$ cat src/rtl/serial_arith_pkg.sv
// serial_arith_pkg: shared state encoding and sizing helpers for the bit-serial arithmetic blocks.
package serial_arith_pkg;

    typedef enum logic [1:0] {IDLE, RUN, DONE} state_t;

    function automatic int cnt_width(input int w);
        return (w > 1) ? $clog2(w) : 1;
    endfunction

endpackage

$ cat src/rtl/full_subtractor.sv
// full_subtractor: one-bit difference and borrow, x - y - bin.
module full_subtractor (
    input  logic x,
    input  logic y,
    input  logic bin,
    output logic d,
    output logic bout
);

    assign d    = x ^ y ^ bin;
    assign bout = (~x & y) | (~(x ^ y) & bin);

endmodule

$ cat src/rtl/serial_subtractor.sv
// serial_subtractor: LSB-first bit-serial a - b with one borrow flop,
// streaming each difference bit and presenting the parallel result on done.
module serial_subtractor #(
    parameter int WIDTH = 8
) (
    input  logic             clk,
    input  logic             rst,
    input  logic             start,
    input  logic [WIDTH-1:0] a,
    input  logic [WIDTH-1:0] b,
    output logic             busy,
    output logic             diff_bit,
    output logic             diff_bit_valid,
    output logic [WIDTH-1:0] diff,
    output logic             borrow_out,
    output logic             overflow,
    output logic             done
);

    import serial_arith_pkg::*;

    localparam int CW = cnt_width(WIDTH);

    state_t           state;
    logic [WIDTH-1:0] a_sr;
    logic [WIDTH-1:0] b_sr;
    logic [WIDTH-1:0] diff_next;
    logic [CW-1:0]    cnt;
    logic             borrow;
    logic             a_msb;
    logic             b_msb;
    logic             d;
    logic             bout;

    full_subtractor u_fs (
        .x    (a_sr[0]),
        .y    (b_sr[0]),
        .bin  (borrow),
        .d    (d),
        .bout (bout)
    );

    if (WIDTH == 1) begin : g_narrow
        assign diff_next = d;
    end else begin : g_wide
        assign diff_next = {d, diff[WIDTH-1:1]};
    end

    assign diff_bit_valid = (state == RUN);
    assign diff_bit       = diff_bit_valid & d;

    always_ff @(posedge clk or posedge rst) begin
        if (rst) begin
            state      <= IDLE;
            a_sr       <= '0;
            b_sr       <= '0;
            diff       <= '0;
            cnt        <= '0;
            borrow     <= 1'b0;
            a_msb      <= 1'b0;
            b_msb      <= 1'b0;
            busy       <= 1'b0;
            done       <= 1'b0;
            borrow_out <= 1'b0;
            overflow   <= 1'b0;
        end else begin
            case (state)
                IDLE: if (start) begin
                    state      <= RUN;
                    a_sr       <= a;
                    b_sr       <= b;
                    a_msb      <= a[WIDTH-1];
                    b_msb      <= b[WIDTH-1];
                    cnt        <= '0;
                    borrow     <= 1'b0;
                    busy       <= 1'b1;
                    borrow_out <= 1'b0;
                    overflow   <= 1'b0;
                end
                RUN: begin
                    borrow <= bout;
                    a_sr   <= a_sr >> 1;
                    b_sr   <= b_sr >> 1;
                    diff   <= diff_next;
                    cnt    <= cnt + 1'b1;
                    // the bit shifted in on the last edge is the result MSB
                    if (cnt == CW'(WIDTH - 1)) begin
                        state      <= DONE;
                        done       <= 1'b1;
                        borrow_out <= bout;
                        overflow   <= (a_msb != b_msb) & (d != a_msb);
                    end
                end
                default: begin
                    state <= IDLE;
                    done  <= 1'b0;
                    busy  <= 1'b0;
                end
            endcase
        end
    end

endmodule

$ cat config.mk
export PLATFORM = sky130hd
export DESIGN_NAME = serial_subtractor
export DESIGN_NICKNAME = d
export VERILOG_FILES = /design/src/rtl/serial_arith_pkg.sv /design/src/rtl/full_subtractor.sv /design/src/rtl/serial_subtractor.sv
export SDC_FILE = /design/constraint.sdc
export NUM_CORES = 1
export LEC_CHECK = 0
export CAP_MARGIN = 20
export CORE_MARGIN = 2
export CORE_UTILIZATION = 45
export CTS_CLUSTER_SIZE = 25
export DETAILED_ROUTE_END_ITERATION = 6
export PLACE_DENSITY = 0.74
export SLEW_MARGIN = 5
export SYNTH_ARGS = -nofsm -noshare
export SYNTH_HDL_FRONTEND = slang
export SYNTH_SLANG_ARGS = --single-unit
$ cat constraint.sdc
create_clock -name clk -period 4.1 [get_ports clk]
set_input_delay 1.23 -clock clk [delete_from_list [all_inputs] [get_ports clk]]
set_output_delay 1.23 -clock clk [all_outputs]
set_load 0.1 [all_outputs]
==> results.sh <==
export IMPL_final_max_slew_violation_count=0
export IMPL_placedCellCount=224
export IMPL_grt_setup_unrepaired="no"
export IMPL_synth_top_cell_area_share_pct=56.07
export IMPL_globalRouteMet3Util_pct=5.634
export IMPL_use_met2_pct=26.05
export IMPL_timing_critical_path_cells="nand2b_2 > inv_2 > buf_4"
export IMPL_skew_ps=8.825
export IMPL_path_clk_slew_ps=110
export IMPL_final_antenna_net_count=0
export IMPL_setup_total_negative_slack_ps=0
export IMPL_tightest_slew_ps=975.0
export IMPL_layout_area_overhead_vs_synth_pct=23.75
export IMPL_crit_path_end_kind="output port"
export IMPL_finalCriticalPeriod_ps=3280
export IMPL_synth_most_common_cell="nand2_1"
export IMPL_mux_cell_area_share_after_synthesis_pct=10.12
export IMPL_crit_slowest_cell="dfrtp_1"
export IMPL_register_bit_count_reported_by_yosys=36
export IMPL_synthAdderAreaFrac_pct=2.804
export IMPL_final_period_utilization_pct=80.01
export IMPL_final_nets=207
export IMPL_ctsResizeCount=0
export IMPL_setup_worst_path_start_class="register"
export IMPL_synth_ff_type="dfrtp_1"
export IMPL_route_detailed_vias_per_inst=4.978
export IMPL_netlist_area_pre_place_sq_um=1607
export IMPL_detailedRoute_firstPassIterationCount=4
export IMPL_post_synth_top_area_cell="dfrtp_1"
export IMPL_asyncSetResetFlopFracSynth_pct=100.0
export IMPL_crit_family="buffers and inverters"
export IMPL_cts_path_max_buffers=2
export IMPL_worst_path_maximum_fanout=20
export IMPL_achievable_frequency_ghz=0.3048
export IMPL_numClockSinks=36
export IMPL_setup_violations=0
export IMPL_synth_compound_area_share_pct=11.76
export IMPL_critPathMaxStageDelay_ps=470
export IMPL_synth_enable_flop_cells=0
export IMPL_cts_setup_buffers=0
export IMPL_first_global_vias=1121
export IMPL_setup_worst_path_class="reg -> out"
export IMPL_die_h_microns=63.75
export IMPL_hpwl_microns=2059
export IMPL_ys_top_cells_by_count="nand2_1 (40), dfrtp_1 (36), mux2i_1 (14)"
export IMPL_reg2reg_depth=4
export IMPL_timing_reg2reg_setup_slack_ps=2280
export IMPL_global_route_wire_length_before_repair_microns=4995
export IMPL_totalWireLength_microns=2931
export IMPL_drc_violations_left=0
export IMPL_first_iter_violations=72
export IMPL_rows=21
export IMPL_post_cts_hold_buffer_count=0
export IMPL_grt_busiest_layer="met2"
export IMPL_dpl_instance_area_sq_um=1929
export IMPL_initial_utilization_pct=47.40
export IMPL_finish_instance_area_sq_um=1988
export IMPL_ys_seq_area_share_pct=56.07
export IMPL_average_routed_wire_per_standard_cell_microns=12.63
export IMPL_max_cap_violations=0
export IMPL_cts_htree_levels=2
export IMPL_die_w_microns=63.75
export IMPL_class_of_the_tightest_hold_or_removal_check="reg -> reg"
export IMPL_globalRouteMet1Util_pct=19.51
export IMPL_antenna_found_initial=0
export IMPL_hold_depth=2
export IMPL_status="complete, no violations"
export IMPL_synth_fp_nets=174
export IMPL_arrival_ps=2050
export IMPL_avgSynthCellArea_sq_um=10.57
export IMPL_vias=1155
export IMPL_synthSimpleGateAreaFrac_pct=14.25
export IMPL_top_level_ports=33
export IMPL_post_synth_num_cell_types=25
export IMPL_synth_warnings=0
export IMPL_fillerInstances=293
export IMPL_timing_hold_worst_endpoint="diff[0]$_DFFE_PP0P_"
export IMPL_maxSlewHeadroom_pct=34.80
export IMPL_finalWorstSetupSlack_ps=819.7
export IMPL_synthesis_instances=152
export IMPL_numCtsBuffers=5
export IMPL_rr_endpoint="a_sr[6]$_DFFE_PP0P_"
export IMPL_critical_path_n_buffers_inverters=2
export IMPL_timing_rr_start="state[1]$_DFFE_PP0P_"
export IMPL_yosys_area_share_xor_xnor_pct=0
export IMPL_fp_dieArea_sq_um=4064
export IMPL_worst_skew_pair_late_latency_ps=340
export IMPL_cts_tree="yes"
export IMPL_synth_area_leaders="dfrtp_1 (56%), nand2_1 (9.3%), mux2i_1 (8.7%)"
export IMPL_min_from="diff[0]$_DFFE_PP0P_"
export IMPL_critical_path_required_ps=2870
export IMPL_cts_root_buf="clkbuf_4"
export IMPL_dp_worst_setup_slack_ps=1197
export IMPL_final_hold_viol_count=0
export IMPL_routabilityCongestion=0.8771
export IMPL_insertedDiodeCount=0
export IMPL_combinational_family_with_the_most_area_after_synthesis="simple AND/OR/NAND/NOR gates"
export IMPL_floorplan_core_area_sq_um=3390
export IMPL_drive_gt1_share_pct=8.065
export IMPL_numPortBuffers=32
export IMPL_grt_util_all_layers_pct=16.16
export IMPL_stdcell_count=232
export IMPL_grt_max_degree=37
export IMPL_remaining_overflow_grt=0
kinds of logic after synthesis:
kind of cell | count (synthesis)
DFF | 36
adders and majority gates | 3
buffers and inverters | 13
and+or+nand+nor | 52
muxes | 16
AOI/OAI and AO/OA | 32
worst max path at each step:
stage,from,endpoint,slack [ps],cells past startpoint
after floorplan,borrow$_DFFE_PP0P_,diff_bit,1420,2
after global placement,state[1]$_DFFE_PP0P_,diff_bit_valid,1240,3
after detailed placement,state[1]$_DFFE_PP0P_,diff_bit_valid,1200,3
after CTS,state[1]$_DFFE_PP0P_,diff_bit_valid,810,3
after global routing,state[1]$_DFFE_PP0P_,diff_bit_valid,650,3
final,state[1]$_DFFE_PP0P_,diff_bit_valid,820,3
placed cells by master (no fill, tap or decap), types with 3 or more instances in the layout:
cell type / synthesis / final
buf_4: 1 / 3
inv_1: 5 / 5
nand2_1: 40 / 40
clkbuf_4: 0 / 5
nor2b_1: 6 / 6
mux2i_1: 14 / 14
clkdlybuf4s50_1: 0 / 30
a21oi_1: 6 / 6
a22o_1: 3 / 3
o21ai_0: 10 / 10
o21ai_1: 10 / 10
dfrtp_1: 36 / 36
per-layer routing:
| layer | up-vias | wire (microns) |
|---|---|---|
| met2 | 27 | 1429 |
| met1 | 549 | 1291 |
| met4 | 0 | 55 |
| li1 | 571 | - |
| met5 | - | 0 |
| met3 | 8 | 155 |
through the flow:
stage                     hold slack, ps  utilization, %
after floorplan                    449.2               -
after detailed placement           475.7           56.92
after CTS                          498.7           58.66
after global routing               527.5           58.66
after global placement             459.2           56.92
final                              491.6           58.66
registers in the layout, indices dropped and copies added, names as in the netlist, 2 cells and up:
signal	flops
b_sr	8
a_sr	8
diff	8
state	2
cnt	3
cell type report:
cell class / count / area, sq um / area share, %
tap: 46 / 57.56 / 2.895
timing repair buffer: 33 / 322.8 / 16.24
clock buffer: 8 / 58.81 / 2.958
sequential: 36 / 900.9 / 45.31
multi-input combinational: 103 / 625.6 / 31.47
inverter: 6 / 22.52 / 1.133
worst register-to-register path: stages (launching register included):
cell      delay [ps]
dfrtp_1          470
nand2b_2         460
inv_2            410
mux2i_1          220
o21ai_0          100
Power is left out: the tool's default activity adds up to more than one toggle a clock period on the data nets, which glitch-free logic cannot reach.
